<file path="src/rtl/stall_ctrl.sv">
// Hazard/stall controller for the five-stage pipeline: tracks E/M destination
// shadows and their remaining latency, plus the HI/LO multiply/divide busy counter.
module stall_ctrl #(
  parameter int unsigned MULT_LAT = 5,
  parameter int unsigned DIV_LAT  = 10
) (
  input  logic       clk,
  input  logic       reset,
  input  logic       D_valid,
  input  logic [4:0] D_rs,
  input  logic [4:0] D_rt,
  input  logic [1:0] D_Tuse_rs,
  input  logic [1:0] D_Tuse_rt,
  input  logic [4:0] D_dst,
  input  logic [1:0] D_Tnew,
  input  logic       D_md_start,
  input  logic       D_md_div,
  input  logic       D_md_use,
  output logic       stall,
  output logic       PC_en,
  output logic       FD_en,
  output logic       DE_clr,
  output logic       md_busy,
  output logic [4:0] E_dst,
  output logic [4:0] M_dst,
  output logic [1:0] E_Tnew,
  output logic [1:0] M_Tnew
);

  logic [3:0] md_cnt;
  logic       stall_rs;
  logic       stall_rt;
  logic       stall_md;

  // Register 0 is never a real dependency, so dst 0 in a shadow can never match.
  always_comb begin
    stall_rs = 1'b0;
    stall_rt = 1'b0;
    if (D_valid && (D_rs != 5'd0)) begin
      stall_rs = ((E_dst == D_rs) && (E_Tnew > D_Tuse_rs)) ||
                 ((M_dst == D_rs) && (M_Tnew > D_Tuse_rs));
    end
    if (D_valid && (D_rt != 5'd0)) begin
      stall_rt = ((E_dst == D_rt) && (E_Tnew > D_Tuse_rt)) ||
                 ((M_dst == D_rt) && (M_Tnew > D_Tuse_rt));
    end
  end

  always_comb begin
    md_busy  = (md_cnt != '0);
    stall_md = D_valid && D_md_use && md_busy;
    stall    = stall_rs | stall_rt | stall_md;
    PC_en    = !stall;
    FD_en    = !stall;
    DE_clr   = stall;
  end

  always_ff @(posedge clk or posedge reset) begin
    if (reset) begin
      E_dst  <= '0;
      E_Tnew <= '0;
      M_dst  <= '0;
      M_Tnew <= '0;
    end else begin
      if (stall || !D_valid) begin
        E_dst  <= '0;
        E_Tnew <= '0;
      end else begin
        E_dst  <= D_dst;
        E_Tnew <= D_Tnew;
      end
      M_dst  <= E_dst;
      M_Tnew <= (E_Tnew == '0) ? '0 : E_Tnew - 2'd1;
    end
  end

  // A start held in D by a stall is not accepted; the running count keeps draining.
  always_ff @(posedge clk or posedge reset) begin
    if (reset) begin
      md_cnt <= '0;
    end else if (D_valid && D_md_start && !stall) begin
      md_cnt <= D_md_div ? 4'(DIV_LAT) : 4'(MULT_LAT);
    end else if (md_cnt != '0) begin
      md_cnt <= md_cnt - 4'd1;
    end
  end

endmodule

</file>
<file path="config.mk">
export PLATFORM = sky130hd
export DESIGN_NAME = stall_ctrl
export DESIGN_NICKNAME = d
export VERILOG_FILES = /design/src/rtl/stall_ctrl.sv
export SDC_FILE = /design/constraint.sdc
export NUM_CORES = 1
export LEC_CHECK = 0
export CORE_MARGIN = 2
export CORE_UTILIZATION = 46
export CTS_CLUSTER_DIAMETER = 40
export DETAILED_ROUTE_END_ITERATION = 12
export GPL_TIMING_DRIVEN = 0
export PLACE_DENSITY = 0.94
export SYNTH_ARGS = -nofsm -noshare
export SYNTH_HDL_FRONTEND = slang
export SYNTH_SLANG_ARGS = --single-unit
</file>
<file path="constraint.sdc">
create_clock -name clk -period 4.9 [get_ports clk]
set_input_delay 0.98 -clock clk [delete_from_list [all_inputs] [get_ports clk]]
set_output_delay 0.98 -clock clk [all_outputs]
set_load 0.01 [all_outputs]
</file>
**Word-level counts from Yosys, hierarchy flattened**

Index checks and enable logic that the tools add are counted.

- Flip-flop bits (word level): 18
- Bits in latches: 0
- Logic and storage cells: 45
- Output and inout bits: 19
- Memories kept: 0
- Memory bits (read-only): 0
- RAM bits: 0
- Input bits: 27

- Reduce and logical (&&, ||, !) cells: 20
- Muxes and demuxes: 8
- Divide/modulo/power cells: 0
- $add $sub $neg: 2
- Bitwise operators: 2
- Multipliers: 0
- Order comparisons: 4
- Shifts and indexed selects: 0
- Equality and inequality tests: 4

Operators with widths:

| cell | number |
|---|---|
| $eq A5 B5 Y1 | 4 |
| $mux W4 | 3 |
| $logic_and A1 B1 Y1 | 10 |
| $reduce_bool A5 Y1 | 2 |
| $gt A2 B2 Y1 | 4 |
| $mux W5 | 1 |
| $mux W2 | 2 |
| $reduce_bool A4 Y1 | 1 |
| $sub A4 B1 Y4 const B | 1 |
| $logic_or A1 B1 Y1 | 3 |
| $logic_not A1 Y1 | 2 |
| $logic_not A2 Y1 | 1 |
| $mux W1 | 2 |
| $or A1 B1 Y1 | 2 |
| $reduce_bool A2 Y1 | 1 |
| $sub A2 B1 Y2 const B | 1 |

**Longest topological paths before layout**

- Word-level depth: 9
- Gate-level depth with buffers: 9
- Gate-level depth less buffers: 8

**Worst setup path before layout**

Ideal clock, no wire load.

- Path kind: input to output
- From: in D_Tuse_rt[1]
- To: out PC_en
- Slack: 1.523 ns
- Path buffers: 1
- Data arrival time: 2.397 ns
- Required time: 3.920 ns
- Stages on the path: 8
- Cells stage by stage: inv_1 > ha_1 > nand2_1 > nand4_1 > nor4_1 > o22a_1 > o21ai_0 > buf_4

- Longest elaborated chain between the ends: 7
- Elaborated cells on any way between the ends: 9
- Classes of those cells: order compare: 2; mux: 1; bitwise: 2; reduce/logical: 4

Ends and longest elaborated chain:

| what | RTL line | text |
|---|---|---|
| start: declaration | 13 | `input logic [1:0] D_Tuse_rt,` |
| $gt A2 B2 Y1 (on tied branches) | 44, 45 |  |
| $logic_and A1 B1 Y1 (on tied branches) | 44, 45 |  |
| $logic_or A1 B1 Y1 * | 44 | `stall_rt = ((E_dst == D_rt) && (E_Tnew > D_Tuse_rt)) \|\|` |
| $mux W1 * | 43 | `if (D_valid && (D_rt != 5'd0)) begin` |
| $or A1 B1 Y1 * (2 in a row) | 52 | `stall = stall_rs \| stall_rt \| stall_md;` |
| $logic_not A1 Y1 * | - |  |
| end: declaration | 20 | `output logic PC_en,` |

Mark *: on every way between the ends. The rest lies on a longest branch, timed or not.

**Worst setup path after layout**

- From: in D_Tuse_rt[1]
- To: out stall

- Longest elaborated chain between the ends: 6
- Elaborated cells on any way between the ends: 8
- Classes of those cells: order compare: 2; mux: 1; bitwise: 2; reduce/logical: 3

Ends and longest elaborated chain:

| what | RTL line | text |
|---|---|---|
| $gt A2 B2 Y1 (on tied branches) | 44, 45 |  |
| $logic_and A1 B1 Y1 (on tied branches) | 44, 45 |  |
| $logic_or A1 B1 Y1 * | 44 |  |
| $mux W1 * | 43 |  |
| $or A1 B1 Y1 * (2 in a row) | 52 |  |
| end: declaration | 19 | `output logic stall,` |

Marks and branches as above.

==> out/metrics.yaml <==
yosys:
  synth_common_cells: "dfrtp_1, inv_1, xnor2_1"
  synth_seq_cells: 18
  syn_avg_cell_area_um2: 9.80
  synth_top_area_share_pct: 38.6
  syn-cell-area_um2: 1170
  syn_nets: 156
  ys_warn_count: 0
  synthTopCellsByArea: "dfrtp_1, ha_1, xnor2_1"
  synthArstFlopShare_pct: 100
  ys_types: 24
  yosysTopAreaCell: "dfrtp_1"
  synth_edf_count: 0
  ys_seq_area_share_pct: 38.6
  netlist_instances: 119
  ys.flop_type: "dfrtp_1"
die:
  core_um2: 2430
  rows: 18
  die_x_um: 54.4
  start_util_pct: 47.9
  die_h_um: 54.4
  io_pins: 46
  dieArea_um2: 2950
drt:
  wl_per_cell_um: 13.9
  ant_nets: 0
  drc: 0
  drtPass1Iterations: 4
  num_vias: 1009
  viasPerCell: 5.10
  routed_wirelength_um: 2750
  drtIter0Drc: 25
setup_path:
  cp-start-kind: "primary input"
  required_ns: 3.92
  endpoint_kind: "primary output"
  cp_slowest_cell: "clkdlybuf4s50_1"
  worstPathArrival_ns: 3.54
  crit_type: "in2out"
  crit_buf_inv: 4
  crit_top_cell: "clkdlybuf4s50_1"
  critPathMaxFanout: 2
  critPathTopFamily: "buffers and inverters"
  path_cells: "clkdlybuf4s50_1, inv_1, ha_1, nand2_1, nand4_1, nor4_1, o22a_1, o21a_1, buf_4, clkdlybuf4s50_1"
  regToRegSetupSlack_ns: 2.62
  max_stage_delay_ns: 0.52
sta:
  tns_ns: 0
  hold_violations: 0
  rsz0062_at_grt: "no"
  worstMarginPinSlew_ns: 0.663
  min_period_over_period_pct: 92.2
  slew_violations: 0
  setup_violations: 0
  layout_setup_ws_ns: 0.384
  relSlewSlack_pct: 55.8
  timing.hold.ws_ns: 0.473
  finClkSkew_ns: 0.00920
  period_needed_ns: 4.52
  max_freq_mhz: 221
clocking:
  insertion_delay_ns: 0.30
  hold_buffers: 0
  htree_num_levels: 1
  cts_made_buffers: 3
  cts-resized-gates: 0
  clk_pin_slew_ns: 0.10
  cts_sinks: 18
  post_cts_buffers: 0
  clock_tree.buffer_depth: 2
  cts_tree: "built"
  cts-root-buf: "clkbuf_4"
global_route:
  grt_first_pass_wirelength_um: 4130
  antenna_found_initial: 0
  grt_start_max_net_pins: 19
  grt_usage_pct: 19.7
  grt_pass1_vias: 1012
  overflow: 0
pwr:
  power_switching_w: 0.000168
  switching_share_pct: 33.4
  p_per_area_nw_per_um2: 298
  seq_power_share_pct: 40.2
  total_leakage_power_nw: 0.799
  power_frac_comb_pct: 41.8
  p_int_w: 0.000335
  ir_drop_v: 0.000183
  p_clk_share_pct: 18.0
placement:
  post-dp-hpwl_um: 2310
  numPortBuffers: 45
  gp_congestion: 0.821
  dp_slack_ns: 0.411
layout:
  syn_to_final_growth_pct: 45.0
  drive_above_1_share_pct: 6.55
  n_antenna_cell: 0
  nNetsFinal: 206
run_status:
  outcome: "finished, final reports clean"
flow_run:
  max_cap_violations: 0
min_path:
  worstHoldPathType: "reg2reg"
-- registers in the layout, summed over array words and instances (netlist names) --
name,flops
E_Tnew,2
M_dst,5
M_Tnew,2
md_cnt,4
E_dst,5
-- layout by cell type (no fill, tap or decap), types with 3 or more instances in the layout --
cell type / instances
nand4_1: 5
ha_1: 10
a21oi_1: 5
xnor2_1: 13
clkdlybuf4s50_1: 45
clkbuf_4: 3
nor2_1: 9
xor2_1: 9
dfrtp_1: 18
nand2_1: 9
inv_1: 18
nor4_1: 4
-- path summary, 6_finish.rpt --
check | startpoint | endpoint | depth (start not counted)
worst max-delay path | D_Tuse_rt[1] | stall | 10
max in group asynchronous | reset | M_dst[2] | 2
min in group asynchronous | reset | md_cnt[3] | 2
worst max register to register | M_Tnew[1] | md_cnt[1] | 7
worst min-delay path | E_Tnew[0] | M_Tnew[0] | 1
worst min register to register | E_Tnew[0] | M_Tnew[0] | 1
-- power groups by stage --
| stage | logic, W | clock network, W | registers, W |
|---|---|---|---|
| 2_1_floorplan | 0.000119 | 0 | 0.000203 |
| 3_3_place_gp | 0.000194 | 0 | 0.000201 |
| 3_5_place_dp | 0.000205 | 0 | 0.000205 |
| 4_1_cts | 0.000212 | 0.0000918 | 0.000202 |
| 5_1_grt | 0.000230 | 0.0000976 | 0.000204 |
| 6_report | 0.000211 | 0.0000908 | 0.000202 |
-- worst register-to-register path, stage by stage, from the launching register on --
cell,delay (ns)
dfrtp_1,0.43
ha_1,0.31
nand2_1,0.09
nand4_1,0.09
nor4_1,0.50
o22ai_2,0.22
nand4b_4,0.16
mux2_1,0.35
-- routing by layer --
metal / wire length [um] / track usage [%] / vias to the layer above
met4: 106 / 11.3 / 0
met3: 243 / 3.28 / 13
met1: 995 / 19.0 / 445
met5: 0 / 0 / -
li1: - / - / 494
met2: 1400 / 38.6 / 57
-- stage by stage --
| step | cell area [um^2] | power (W) | utilization [%] | std cells |
|---|---|---|---|---|
| 2_1_floorplan | 1170 | 0.000322 | - | 119 |
| 6_report | 1690 | 0.000504 | 69.5 | 198 |
| 3_5_place_dp | 1650 | 0.000410 | 68.0 | 194 |
| 5_1_grt | 1690 | 0.000532 | 69.5 | 198 |
| 3_3_place_gp | 1650 | 0.000395 | 68.0 | 194 |
| 4_1_cts | 1690 | 0.000505 | 69.5 | 198 |
-- logic make-up after synthesis --
| group | count (synthesis) | synth area share (%) |
|---|---|---|
| adder cells (fa/ha/maj) | 10 | 10.7 |
| XOR/XNOR | 22 | 16.5 |
| multiplexers | 4 | 3.65 |
| buffers and inverters | 20 | 7.08 |
| AO/OA/AOI/OAI | 11 | 6.76 |
| flip-flops | 18 | 38.6 |
| AND/OR/NAND/NOR | 34 | 16.6 |
-- layout make-up --
type                            instances  area, um^2
Clock buffer                            4        36.3
Multi-Input combinational cell         81         633
Fill cell                             188         742
Inverter                               18        67.6
Sequential cell                        18         450
Timing Repair Buffer                   45         450
Tap cell                               30        37.5
Buffer                                  2        15.0
Note: power is estimated with default switching activity, not from simulation.
